File: config.mk
export PLATFORM = sky130hd
export DESIGN_NAME = dadder_serial
export DESIGN_NICKNAME = d
export VERILOG_FILES = /design/src/rtl/dadder_serial.sv
export SDC_FILE = /design/constraint.sdc
export NUM_CORES = 1
export LEC_CHECK = 0
export CAP_MARGIN = 5
export CORE_MARGIN = 1
export CORE_UTILIZATION = 50
export CTS_CLUSTER_DIAMETER = 40
export DETAILED_ROUTE_END_ITERATION = 7
export PLACE_DENSITY = 0.82
export SKIP_CTS_REPAIR_TIMING = 1
export SLEW_MARGIN = 20
export SYNTH_ARGS = -nofsm -noshare
export SYNTH_HDL_FRONTEND = slang
export SYNTH_SLANG_ARGS = --single-unit
File: constraint.sdc
create_clock -name clk -period 5.2 [get_ports clk]
set_input_delay 1.04 -clock clk [delete_from_list [all_inputs] [get_ports clk]]
set_output_delay 1.04 -clock clk [all_outputs]
set_load 0.01 [all_outputs]
File: src/rtl/dadder_serial.sv
// dadder_serial: digit-serial packed-BCD adder/subtractor.
//   Processes one decimal digit per clock, LSD first, so NUM_DIGITS cycles
//   in CALC plus one DONE cycle per operation.
//
// Ports
//   clk       block clock, rising edge
//   reset     synchronous, active-high reset
//   en        start request, sampled only while ready=1
//   op        00 a+b, 01 a-b, 10 b-a, 11 reserved
//   a, b      packed BCD operands, LSD at bits [3:0]
//   ready     high in IDLE
//   busy      high in CALC and DONE
//   done      one-cycle completion pulse
//   result    packed BCD result, held until the next accept
//   cout      add: decimal carry out; subtract: borrow (1 = negative, ten's complement)
//   op_err    reserved op accepted (valid with done)
//   digit_err non-BCD operand digit (valid with done)
//
// Build option
//   DADDER_SERIAL_DIGIT_CHK_EN  when defined, operands are checked for digits > 9;
//                               a failing operation returns result=0, cout=0,
//                               digit_err=1. Otherwise digit_err is tied low.

module dadder_serial #(
    parameter int NUM_DIGITS = 8,
    parameter int DATA_WIDTH = 4 * NUM_DIGITS
) (
    input  logic                  clk,
    input  logic                  reset,
    input  logic                  en,
    input  logic [1:0]            op,
    input  logic [DATA_WIDTH-1:0] a,
    input  logic [DATA_WIDTH-1:0] b,
    output logic                  ready,
    output logic                  busy,
    output logic                  done,
    output logic [DATA_WIDTH-1:0] result,
    output logic                  cout,
    output logic                  op_err,
    output logic                  digit_err
);

    typedef enum logic [1:0] {
        IDLE,
        CALC,
        DONE
    } state_t;

    localparam int CW = (NUM_DIGITS > 1) ? $clog2(NUM_DIGITS) : 1;
    localparam logic [CW-1:0] LAST = CW'(NUM_DIGITS - 1);

    state_t                state_q, state_d;
    logic                  accept;

    logic [DATA_WIDTH-1:0] a_q, b_q, res_q;
    logic [1:0]            op_q;
    logic [CW-1:0]         cnt_q;
    logic                  carry_q, cout_q, op_err_q;

    logic                  is_sub;
    logic [DATA_WIDTH-1:0] x_src, y_src;
    logic [3:0]            x_d, y_d, dig;
    logic [4:0]            sum;
    logic                  c_nxt;
    logic                  bad_digit;
    logic                  err;

    // ------------------------------------------------------------------
    // FSM
    // ------------------------------------------------------------------
    always_ff @(posedge clk) begin
        if (reset) state_q <= IDLE;
        else       state_q <= state_d;
    end

    always_comb begin
        state_d = state_q;
        ready   = 1'b0;
        busy    = 1'b0;
        done    = 1'b0;
        accept  = 1'b0;
        case (state_q)
            IDLE: begin
                ready = 1'b1;
                if (en) begin
                    accept  = 1'b1;
                    state_d = CALC;
                end
            end
            CALC: begin
                busy = 1'b1;
                if (cnt_q == LAST) state_d = DONE;
            end
            DONE: begin
                busy    = 1'b1;
                done    = 1'b1;
                state_d = IDLE;
            end
            default: state_d = IDLE;
        endcase
    end

    // ------------------------------------------------------------------
    // Digit step. Subtraction is nines-complement of the subtrahend with
    // carry-in 1; b-a just swaps the operand roles.
    // ------------------------------------------------------------------
    always_comb begin
        is_sub = (op_q == 2'b01) || (op_q == 2'b10);
        x_src  = (op_q == 2'b10) ? b_q : a_q;
        y_src  = (op_q == 2'b10) ? a_q : b_q;
        x_d    = x_src[{cnt_q, 2'b00} +: 4];
        y_d    = is_sub ? (4'd9 - y_src[{cnt_q, 2'b00} +: 4]) : y_src[{cnt_q, 2'b00} +: 4];
        sum    = {1'b0, x_d} + {1'b0, y_d} + {4'b0000, carry_q};
        if (sum > 5'd9) begin
            dig   = 4'(sum - 5'd10);
            c_nxt = 1'b1;
        end else begin
            dig   = sum[3:0];
            c_nxt = 1'b0;
        end
    end

`ifdef DADDER_SERIAL_DIGIT_CHK_EN
    logic digit_err_q;

    always_comb begin
        bad_digit = 1'b0;
        for (int unsigned i = 0; i < NUM_DIGITS; i++) begin
            if (a_q[4*i +: 4] > 4'd9 || b_q[4*i +: 4] > 4'd9) bad_digit = 1'b1;
        end
    end

    always_ff @(posedge clk) begin
        if (reset || accept)
            digit_err_q <= 1'b0;
        else if (state_q == CALC && cnt_q == LAST)
            digit_err_q <= bad_digit & ~op_err_q;   // op_err wins when both apply
    end

    assign digit_err = digit_err_q;
`else
    assign bad_digit = 1'b0;
    assign digit_err = 1'b0;
`endif

    assign err = op_err_q | bad_digit;

    // ------------------------------------------------------------------
    // Datapath. Result is cleared on accept and only written when no error
    // applies, so error cases finish with result=0 without a final clear.
    // ------------------------------------------------------------------
    always_ff @(posedge clk) begin
        if (reset) begin
            a_q      <= '0;
            b_q      <= '0;
            op_q     <= '0;
            cnt_q    <= '0;
            res_q    <= '0;
            carry_q  <= 1'b0;
            cout_q   <= 1'b0;
            op_err_q <= 1'b0;
        end else if (accept) begin
            a_q      <= a;
            b_q      <= b;
            op_q     <= op;
            cnt_q    <= '0;
            res_q    <= '0;
            carry_q  <= (op == 2'b01) || (op == 2'b10);
            cout_q   <= 1'b0;
            op_err_q <= (op == 2'b11);
        end else if (state_q == CALC) begin
            cnt_q   <= cnt_q + 1'b1;
            carry_q <= c_nxt;
            if (!err) res_q[{cnt_q, 2'b00} +: 4] <= dig;
            if (cnt_q == LAST) cout_q <= err ? 1'b0 : (is_sub ? ~c_nxt : c_nxt);
        end
    end

    assign result = res_q;
    assign cout   = cout_q;
    assign op_err = op_err_q;

endmodule

==> flow_metrics.tcl, run 1 <==
set metrics [dict create \
    status "completed" \
    path_cells "mux4_2 > mux4_2 > inv_1 > ha_1 > mux2_2 > ha_1 > xor2_2 > ha_1 > nand2b_1 > a32o_2 > o311ai_4 > mux2i_1 > a32o_1" \
    slew_violations 0 \
    min_period_ns 4.86 \
    cpMostUsedCell "ha_1" \
    regToRegSetupSlack_ns 0.34 \
    ir_drop_uv 172 \
    clkSlewWorstSetupHoldPaths_ns 0.10 \
    wire_per_inst_um 15.5 \
    die_y_um 105 \
    fin_tns_setup_ns 0 \
    synthDistinctLibCells 50 \
    drtAntennaViolNets 0 \
    cp.required_ns 5.52 \
    critPathBufInv 1 \
    routed_via_density 5.60 \
    synth_area_leaders "dfxtp_1 40%, mux4_2 15%, nand2_1 12%, a21oi_1 7.2%, ha_1 4.5%" \
    fmax_mhz 206 \
    grt_max_degree 72 \
    nets 748 \
    synth_commonest_cells "165 x nand2_1, 106 x dfxtp_1, 76 x a21oi_1" \
    clk_path_buf_depth 2 \
    critical_path.startpoint "cnt_q[0]" \
    timing.rr.start "cnt_q[0]" \
    syn2layout_area_growth_pct 24.6 \
    startpoint_type "register" \
    yosysTopAreaCellShare_pct 40.0 \
    die-area_sq_um 11000 \
    insertion_delay_ns 0.37 \
    worstMarginPinSlew_ns 0.811 \
    via_count 4472 \
    io_pins 107 \
    cp.arrival_ns 5.18 \
    ys.warnings.count 0 \
    first_global_vias 4315 \
    reg2reg_depth 13 \
    grt-ovfl-total 0 \
    synth_edf_count 0 \
    hold_violations 0 \
    grt_util_met2_pct 41.9 \
    grt_usage_pct 23.8 \
    path_max_fanout 26 \
    die_w_um 105 \
    n_antenna_cell 0 \
    ys_seq_area_share_pct 40.0 \
    setup_ws_ns 0.336 \
    maxCapViolCount 0 \
    max_stage_delay_ns 0.81 \
    cts_max_level 3 \
    top_usage_layer "met2" \
    cellLeakagePower_nw 2.41 \
    yosysTopAreaCell "dfxtp_1" \
    synth_most_common_cell "nand2_1" \
    synth_ff_type "dfxtp_1" \
    syn_area_per_cell_sq_um 9.22 \
    ys_seq_elements 106 \
    setup_viol 0 \
    critPathKind "register to register" \
    power.total_w 0.00184 \
    core_area_sq_um 10300 \
    post-place-ws_ns 0.270 \
    async_reset_ff_share_pct 0 \
    dpl_cell_area_sq_um 6400 \
    numPortBuffers 105 \
    use_met1_pct 29.1 \
    skew_ns 0.00754 \
    finalCritPeriodShare_pct 93.5 \
    grt_antenna_before_repair 0 \
    rsz0062_at_grt "no" \
    first_iter_violations 288 \
    holdCritStartpoint "cout" \
    hpwl_um 9480 \
    cts_sinks 106 \
    initial_core_util_pct 51.4 \
    grt_pass1_wl_um 21000 \
    drc_errors 0 \
    syn_nets 665 \
    post-route-util_pct 64.0 \
    final_area_sq_um 6610 \
    fp-row-count 37 \
    netlist_area_sq_um 5300 \
    gp_congestion 0.897 \
    crit_path_top_delay_cell "dfxtp_2" \
    nFillCells 848 \
    firstDrtPassIters 5 \
    netlist_instances 575 \
    cp-end-kind "register" \
    cts_root_buf "clkbuf_8" \
    drive_gt1_share_pct 11.6 \
    crit_family "multiplexers" \
    finalWirelength_um 12400 \
    cts_tree "done" \
    cts_made_buffers 9 \
    use_met3_pct 3.74 \
    p_per_area_nw_per_um2 278 \
    cp.depth 13 \
    maxSlewHeadroom_pct 45.9 \
    holdPathStages 2 \
    holdCritPathClass "register to register" \
]
-- cell families after synthesis --
group	synth area share, %
compound gates	14.1
xor+xnor	1.11
fa+ha+maj	5.24
buf+inv	4.53
flops	40.0
mux	17.6
other cells	0.0707
simple gates	17.3
-- placed cells by master (no fill, tap or decap), types with 2 or more instances in the layout --
cell type	n
nand3_1	7
mux4_2	35
or3_1	2
mux2_2	2
nor2_1	16
xnor2_1	3
clkbuf_8	9
nor3_1	7
a41o_1	2
a32o_1	18
inv_6	2
nand2_1	164
ha_1	18
a31oi_1	4
and3_1	2
clkinvlp_4	2
nand2b_1	4
mux2i_1	11
clkdlybuf4s50_1	104
a211oi_1	5
inv_1	17
dfxtp_1	105
fa_1	2
o21ai_0	4
nor4_1	2
buf_4	7
a21oi_1	76
nor2b_1	3
-- worst min-delay path, delay by kind of cell, from the launching register on --
kind,cells,cell delay [ns]
flip-flops,1,0.32
AND/OR/NAND/NOR,2,0.10
-- sequential cells by signal (all words and copies together), names as in the netlist --
name / cells
cnt_q: 3
carry_q: 1
result: 32
a_q: 32
b_q: 32
op_err: 1
op_q: 2
cout: 1
state_q: 2
-- final cells by class --
class / count / area, sq um / share of cell area [%]
Multi-Input combinational cell: 411 / 2950 / 44.6
Sequential cell: 106 / 2120 / 32.1
Timing Repair Buffer: 112 / 1100 / 16.6
Tap cell: 136 / 170 / 2.58
Clock buffer: 9 / 124 / 1.88
Clock inverter: 7 / 76.3 / 1.16
Inverter: 18 / 67.6 / 1.02
-- power breakdown --
group          switching, W  total, W  internal [W]
Combinational      0.000226  0.000432      0.000206
Sequential        0.0000405  0.000892      0.000851
Clock              0.000286  0.000512      0.000226
-- routing by layer --
layer | part of all wire (%) | wire, um
met3 | 4.4 | 541
met4 | 2.5 | 316
met5 | 0 | 0
met1 | 41 | 5110
met2 | 52 | 6430
-- per-stage QoR --
step,hold WS (ns),instances
final,0.459,799
after global routing,0.476,799
after CTS,0.458,799
after detailed placement,0.445,783
after global placement,0.449,783
after floorplan,0.436,575
-- worst paths after layout --
kind                endpoint
hold / removal          cout
hold reg to reg         cout
setup reg to reg  result[30]
setup / recovery  result[30]
Power figures use the tool's default switching activity.
==> run 2, diff against run 1 <==
--- a/config.mk
+++ b/config.mk
@@ -7,10 +7,12 @@
 export LEC_CHECK = 0
 export CAP_MARGIN = 5
 export CORE_MARGIN = 1
-export CORE_UTILIZATION = 50
+export CORE_UTILIZATION = 47
 export CTS_CLUSTER_DIAMETER = 40
 export DETAILED_ROUTE_END_ITERATION = 7
-export PLACE_DENSITY = 0.82
+export PLACE_DENSITY = 0.81
+export RECOVER_POWER = 100
+export REMOVE_ABC_BUFFERS = 1
 export SKIP_CTS_REPAIR_TIMING = 1
 export SLEW_MARGIN = 20
 export SYNTH_ARGS = -nofsm -noshare
==> constraint.sdc (replaced) <==
create_clock -name clk -period 4.4 [get_ports clk]
set_input_delay 0.88 -clock clk [delete_from_list [all_inputs] [get_ports clk]]
set_output_delay 0.88 -clock clk [all_outputs]
set_load 0.01 [all_outputs]
==> run 2 against run 1 <==
Compared with the run above:
- setup slack got worse by 0.11 ns
- critical endpoint is now result[2]
- sequential power increased by 18%
- first-iteration DRC count decreased by 2.1%
==> flow_metrics.tcl, run 2 (synthesis results as in run 1) <==
set metrics [dict create \
    firstDrtPassIters 4 \
    die-area_sq_um 11700 \
    cts_made_buffers 9 \
    post-route-util_pct 62.2 \
    grt_util_met2_pct 40.4 \
    holdCritPathClass "register to register" \
    die_y_um 108 \
    use_met1_pct 28.8 \
    cp.required_ns 4.68 \
    numPortBuffers 105 \
    hpwl_um 9430 \
    final_common_cell "nand2_1" \
    core_area_sq_um 10900 \
    routed_via_density 5.71 \
    holdPathStages 2 \
    cp-end-kind "register" \
    cts_tree "done" \
    cts_root_buf "clkbuf_16" \
    drive_gt1_share_pct 12.7 \
    holdPathEnd "cout" \
    path_max_fanout 11 \
    worstMarginPinSlew_ns 1.29 \
    hold_violations 0 \
    insertion_delay_ns 0.35 \
    cp.arrival_ns 4.46 \
    first_iter_violations 282 \
    clkSlewWorstSetupHoldPaths_ns 0.07 \
    setup_viol 0 \
    use_met3_pct 4.22 \
    cts_sinks 106 \
    nets 757 \
    drc_errors 0 \
    gp_congestion 0.879 \
    cts_max_level 3 \
    startpoint_type "register" \
    cellLeakagePower_nw 2.62 \
    drtAntennaViolNets 0 \
    die_w_um 108 \
    holdCritStartpoint "cout" \
    grt_usage_pct 23.1 \
    status "completed" \
    grt-ovfl-total 0 \
    layout_common_cells "165 x nand2_1, 104 x dfxtp_1, 76 x a21oi_1, 66 x clkdlybuf4s50_1, 38 x dlygate4sd3_1" \
    finalWirelength_um 13000 \
    hold_ws_ns 0.465 \
    first_global_vias 4450 \
    maxCapViolCount 0 \
    fp-row-count 38 \
    grt_max_degree 72 \
    grt_antenna_before_repair 0 \
    ir_drop_uv 174 \
    critPathKind "register to register" \
    timing.rr.start "cnt_q[0]" \
    io_pins 107 \
    slew_violations 0 \
    multiInputGateArea_sq_um 2980 \
    via_count 4632 \
    finalCritPeriodShare_pct 94.9 \
    timing.rr.end "result[2]" \
    reg2reg_depth 15 \
    min_period_ns 4.18 \
    clk_path_buf_depth 2 \
    initial_core_util_pct 48.5 \
    p_per_area_nw_per_um2 352 \
    top_usage_layer "met2" \
    skew_ns 0.00742 \
    nFillCells 910 \
    syn2layout_area_growth_pct 28.2 \
    grt_pass1_wl_um 21300 \
    rsz0062_at_grt "no" \
    maxSlewHeadroom_pct 14.2 \
    fmax_mhz 239 \
    regToRegSetupSlack_ns 0.22 \
    n_antenna_cell 0 \
    regArea_sq_um 2130 \
    wire_per_inst_um 16.0 \
]
run 2: changes by cell type in the layout (fill, tap and decap cells not counted), moves of 2 or more:
| cell | previous run | this run |
|---|---|---|
| dlygate4sd3_1 | 0 | 38 |
| clkdlybuf4s50_1 | 104 | 66 |
| buf_4 | 7 | 14 |
| clkinvlp_4 | 2 | 0 |
| inv_8 | 0 | 2 |
| ha_4 | 0 | 2 |
| clkbuf_16 | 0 | 9 |
| clkbuf_8 | 9 | 0 |
run 2: power breakdown:
part           switching, W  leakage (nW)  internal, W  total [W]
clock              0.000395         0.141     0.000397   0.000792
combinational      0.000288          1.62     0.000263   0.000551
sequential        0.0000413         0.867      0.00101    0.00105
total              0.000725          2.62      0.00167    0.00239
run 2: through the flow:
stage	total power (W)	area (sq um)	TNS, ns	setup WS [ns]	std cells
5_1_grt	0.00248	6800	0	0.0212	811
3_3_place_gp	0.00157	6470	0	0.0785	795
3_5_place_dp	0.00160	6470	-1.53	-0.202	795
6_report	0.00239	6800	0	0.222	811
4_1_cts	0.00237	6750	-1.64	-0.210	810
2_1_floorplan	0.00140	5130	-13.81	-0.756	535
run 2: critical path: stages, from the launching register on:
cell and delay (ns):
dfxtp_4 0.46, buf_4 0.21, mux4_2 0.50, nand2_1 0.09, a31oi_1 0.11, xnor2_1 0.16, fa_1 0.41, fa_2 0.56
buf_4 0.14, ha_1 0.15, nand2b_1 0.06, a32o_1 0.23, o311ai_4 0.32, buf_4 0.20, mux2_1 0.36, a21oi_1 0.14
run 2: cell type report:
type | count | area share (%)
clock buffer | 9 | 3.31
clock inverter | 6 | 0.847
inverter | 18 | 0.994
multi-input combinational | 411 | 43.8
sequential | 106 | 31.3
tap | 140 | 2.58
timing repair buffer | 121 | 17.2
run 2: worst max path at each step:
stage | from | to
after detailed placement | op_q[0] | result[14]
final | cnt_q[0] | result[2]
after floorplan | cnt_q[0] | result[10]
after global placement | op_q[0] | result[10]
after CTS | op_q[0] | result[14]
after global routing | cnt_q[0] | result[2]
run 2: metal layers:
| layer | wire length (um) | share of wire, % |
|---|---|---|
| met1 | 5520 | 43 |
| met5 | 0 | 0 |
| met2 | 6450 | 50 |
| met4 | 231 | 1.8 |
| met3 | 781 | 6.0 |
==> run 3, diff against run 2 <==
--- a/config.mk
+++ b/config.mk
@@ -6,7 +6,7 @@
 export NUM_CORES = 1
 export LEC_CHECK = 0
 export CAP_MARGIN = 5
-export CORE_MARGIN = 1
+export CORE_MARGIN = 4
 export CORE_UTILIZATION = 47
 export CTS_CLUSTER_DIAMETER = 40
 export DETAILED_ROUTE_END_ITERATION = 7
==> constraint.sdc (replaced) <==
create_clock -name clk -period 4.4 [get_ports clk]
set_input_delay 0.88 -clock clk [delete_from_list [all_inputs] [get_ports clk]]
set_output_delay 0.88 -clock clk [all_outputs]
set_load 0.1 [all_outputs]
==> run 3 against run 2 <==
Compared with the run above:
- count of clock-buffer cells in the layout increased by 1
- highest routed layer unchanged
- wire length increased by 1.8%
- non-clock buffer count increased by 1
- cell count increased by 0.25%
- via count increased by 0.67%
- sequential cell count unchanged
- cell area increased by 0.13%
- sequential power about the same
==> flow_metrics.tcl, run 3 (synthesis results as in run 1) <==
set metrics [dict create \
    hpwl_um 9760 \
    switching_share_pct 30.4 \
    clk_path_buf_depth 2 \
    status "completed" \
    pwr-share-clk_pct 31.9 \
    regToRegSetupSlack_ns 0.18 \
    combPwrFrac_pct 24.5 \
    rsz0062_at_grt "no" \
    cts_max_level 3 \
    slew_violations 0 \
    timing.rr.end "result[2]" \
    maxCapViolCount 0 \
    path_max_fanout 6 \
    critPathKind "register to register" \
    placed_cells 795 \
    first_global_vias 4540 \
    clkSlewWorstSetupHoldPaths_ns 0.07 \
    finalWirelength_um 13200 \
    io_pins 107 \
    cts_root_buf "clkbuf_16" \
    intPower_w 0.00167 \
    grt_usage_pct 20.4 \
    die-area_sq_um 13000 \
    n_antenna_cell 0 \
    initial_core_util_pct 48.5 \
    drc_errors 0 \
    final_common_cell "nand2_1" \
    power.share.sequential_pct 43.5 \
    reg2reg_depth 17 \
    m1WireLength_um 5460 \
    cts_sinks 106 \
    grt-ovfl-total 0 \
    cp.arrival_ns 4.50 \
    routed_via_density 5.74 \
    hold_violations 0 \
    numPortBuffers 105 \
    insertion_delay_ns 0.34 \
    p_switching_w 0.000731 \
    skew_ns 0.00729 \
    finalNonFillerCells 813 \
    fp-row-count 38 \
    wire_per_inst_um 16.3 \
    timing.rr.start "op_q[0]" \
    critical_path.startpoint "op_q[0]" \
    grt_max_degree 70 \
    worstMarginPinSlew_ns 1.27 \
    holdCritPathClass "register to register" \
    p_per_area_nw_per_um2 353 \
    cellLeakagePower_nw 2.63 \
    die_y_um 114 \
    maxSlewHeadroom_pct 15.2 \
    fmax_mhz 237 \
    syn2layout_area_growth_pct 28.3 \
    firstDrtPassIters 5 \
    crit_path_end "result[2]" \
    core_area_sq_um 10900 \
    layout_common_cells "165 x nand2_1, 105 x dfxtp_1, 76 x a21oi_1, 66 x clkdlybuf4s50_1, 38 x dlygate4sd3_1" \
    wl_met3_um 886 \
    finalCritPeriodShare_pct 96.0 \
    gp_congestion 0.901 \
    nets 758 \
    grt_pass1_wl_um 21700 \
    startpoint_type "register" \
    cts_made_buffers 9 \
    power.total_w 0.00241 \
    min_period_ns 4.22 \
    grt_antenna_before_repair 0 \
    cts_tree "done" \
    via_count 4663 \
    drive_gt1_share_pct 12.9 \
    cp.required_ns 4.67 \
    die_w_um 114 \
    drtAntennaViolNets 0 \
    cp-end-kind "register" \
    first_iter_violations 394 \
    setup_viol 0 \
    routed-wl-met2_um 6580 \
    ir_drop_uv 174 \
    maxUsedRoutingLayer "met4" \
]
run 3: changes by cell type in the layout (fill, tap and decap cells not counted), sizes merged:
cell / delta
clkbuf: +1
inv: -2
buf: +1
clkinv: +2
run 3: area by class of cell:
| cell class | count | area (sq um) |
|---|---|---|
| repair buffers | 122 | 1190 |
| flip-flops and latches | 106 | 2130 |
| inverters | 18 | 67.6 |
| fillers | 877 | 4130 |
| well taps | 140 | 175 |
| multi-input cells | 411 | 2970 |
| clock buffers | 10 | 239 |
| clock inverters | 6 | 45.0 |
run 3: how the worst min path moves through the flow:
stage                       start       to  slack (ns)  depth (start not counted)
after global placement    op_q[0]  op_q[0]        0.45                          2
final                     op_q[0]  op_q[0]        0.48                          2
after global routing      op_q[0]  op_q[0]        0.48                          2
after floorplan           op_q[0]  op_q[0]        0.43                          2
after detailed placement  op_q[0]  op_q[0]        0.46                          2
after CTS                 op_q[0]  op_q[0]        0.47                          2
run 3: power by group through the flow:
stage	logic (W)	registers, W	clock network (W)
after CTS	0.000573	0.00105	0.000778
final	0.000590	0.00105	0.000768
after global placement	0.000546	0.00106	0
after floorplan	0.000353	0.00108	0
after detailed placement	0.000568	0.00107	0
after global routing	0.000638	0.00105	0.000819
run 3: critical path, cell delays in order (launching register included):
cell	delay (ns)
dfxtp_1	0.34
inv_1	0.10
ha_4	0.20
buf_4	0.15
mux4_2	0.21
nand2_1	0.05
and3_1	0.18
a31oi_1	0.19
xnor2_1	0.11
fa_1	0.40
fa_1	0.49
xor2_4	0.23
ha_1	0.23
a32o_2	0.26
o311ai_4	0.32
buf_4	0.20
mux2_2	0.35
a21oi_1	0.13
run 3: metrics by stage:
stage | setup WS [ns] | hold slack [ns] | utilization, % | setup TNS (ns) | cell area [sq um]
floorplan | -0.756 | 0.430 | - | -13.81 | 5130
CTS | -0.214 | 0.469 | 61.9 | -2.29 | 6770
detailed placement | -0.154 | 0.460 | 59.3 | -1.37 | 6480
global placement | 0.0766 | 0.447 | 59.3 | 0 | 6480
finish | 0.175 | 0.475 | 62.2 | 0 | 6810
global route | 0.00115 | 0.485 | 62.2 | 0 | 6810
run 3: routing by layer:
metal,global-route usage (%),vias to the layer above
met5,0,-
met4,5.70,0
met3,3.65,24
met2,35.2,206
met1,26.2,2230
li1,-,2203
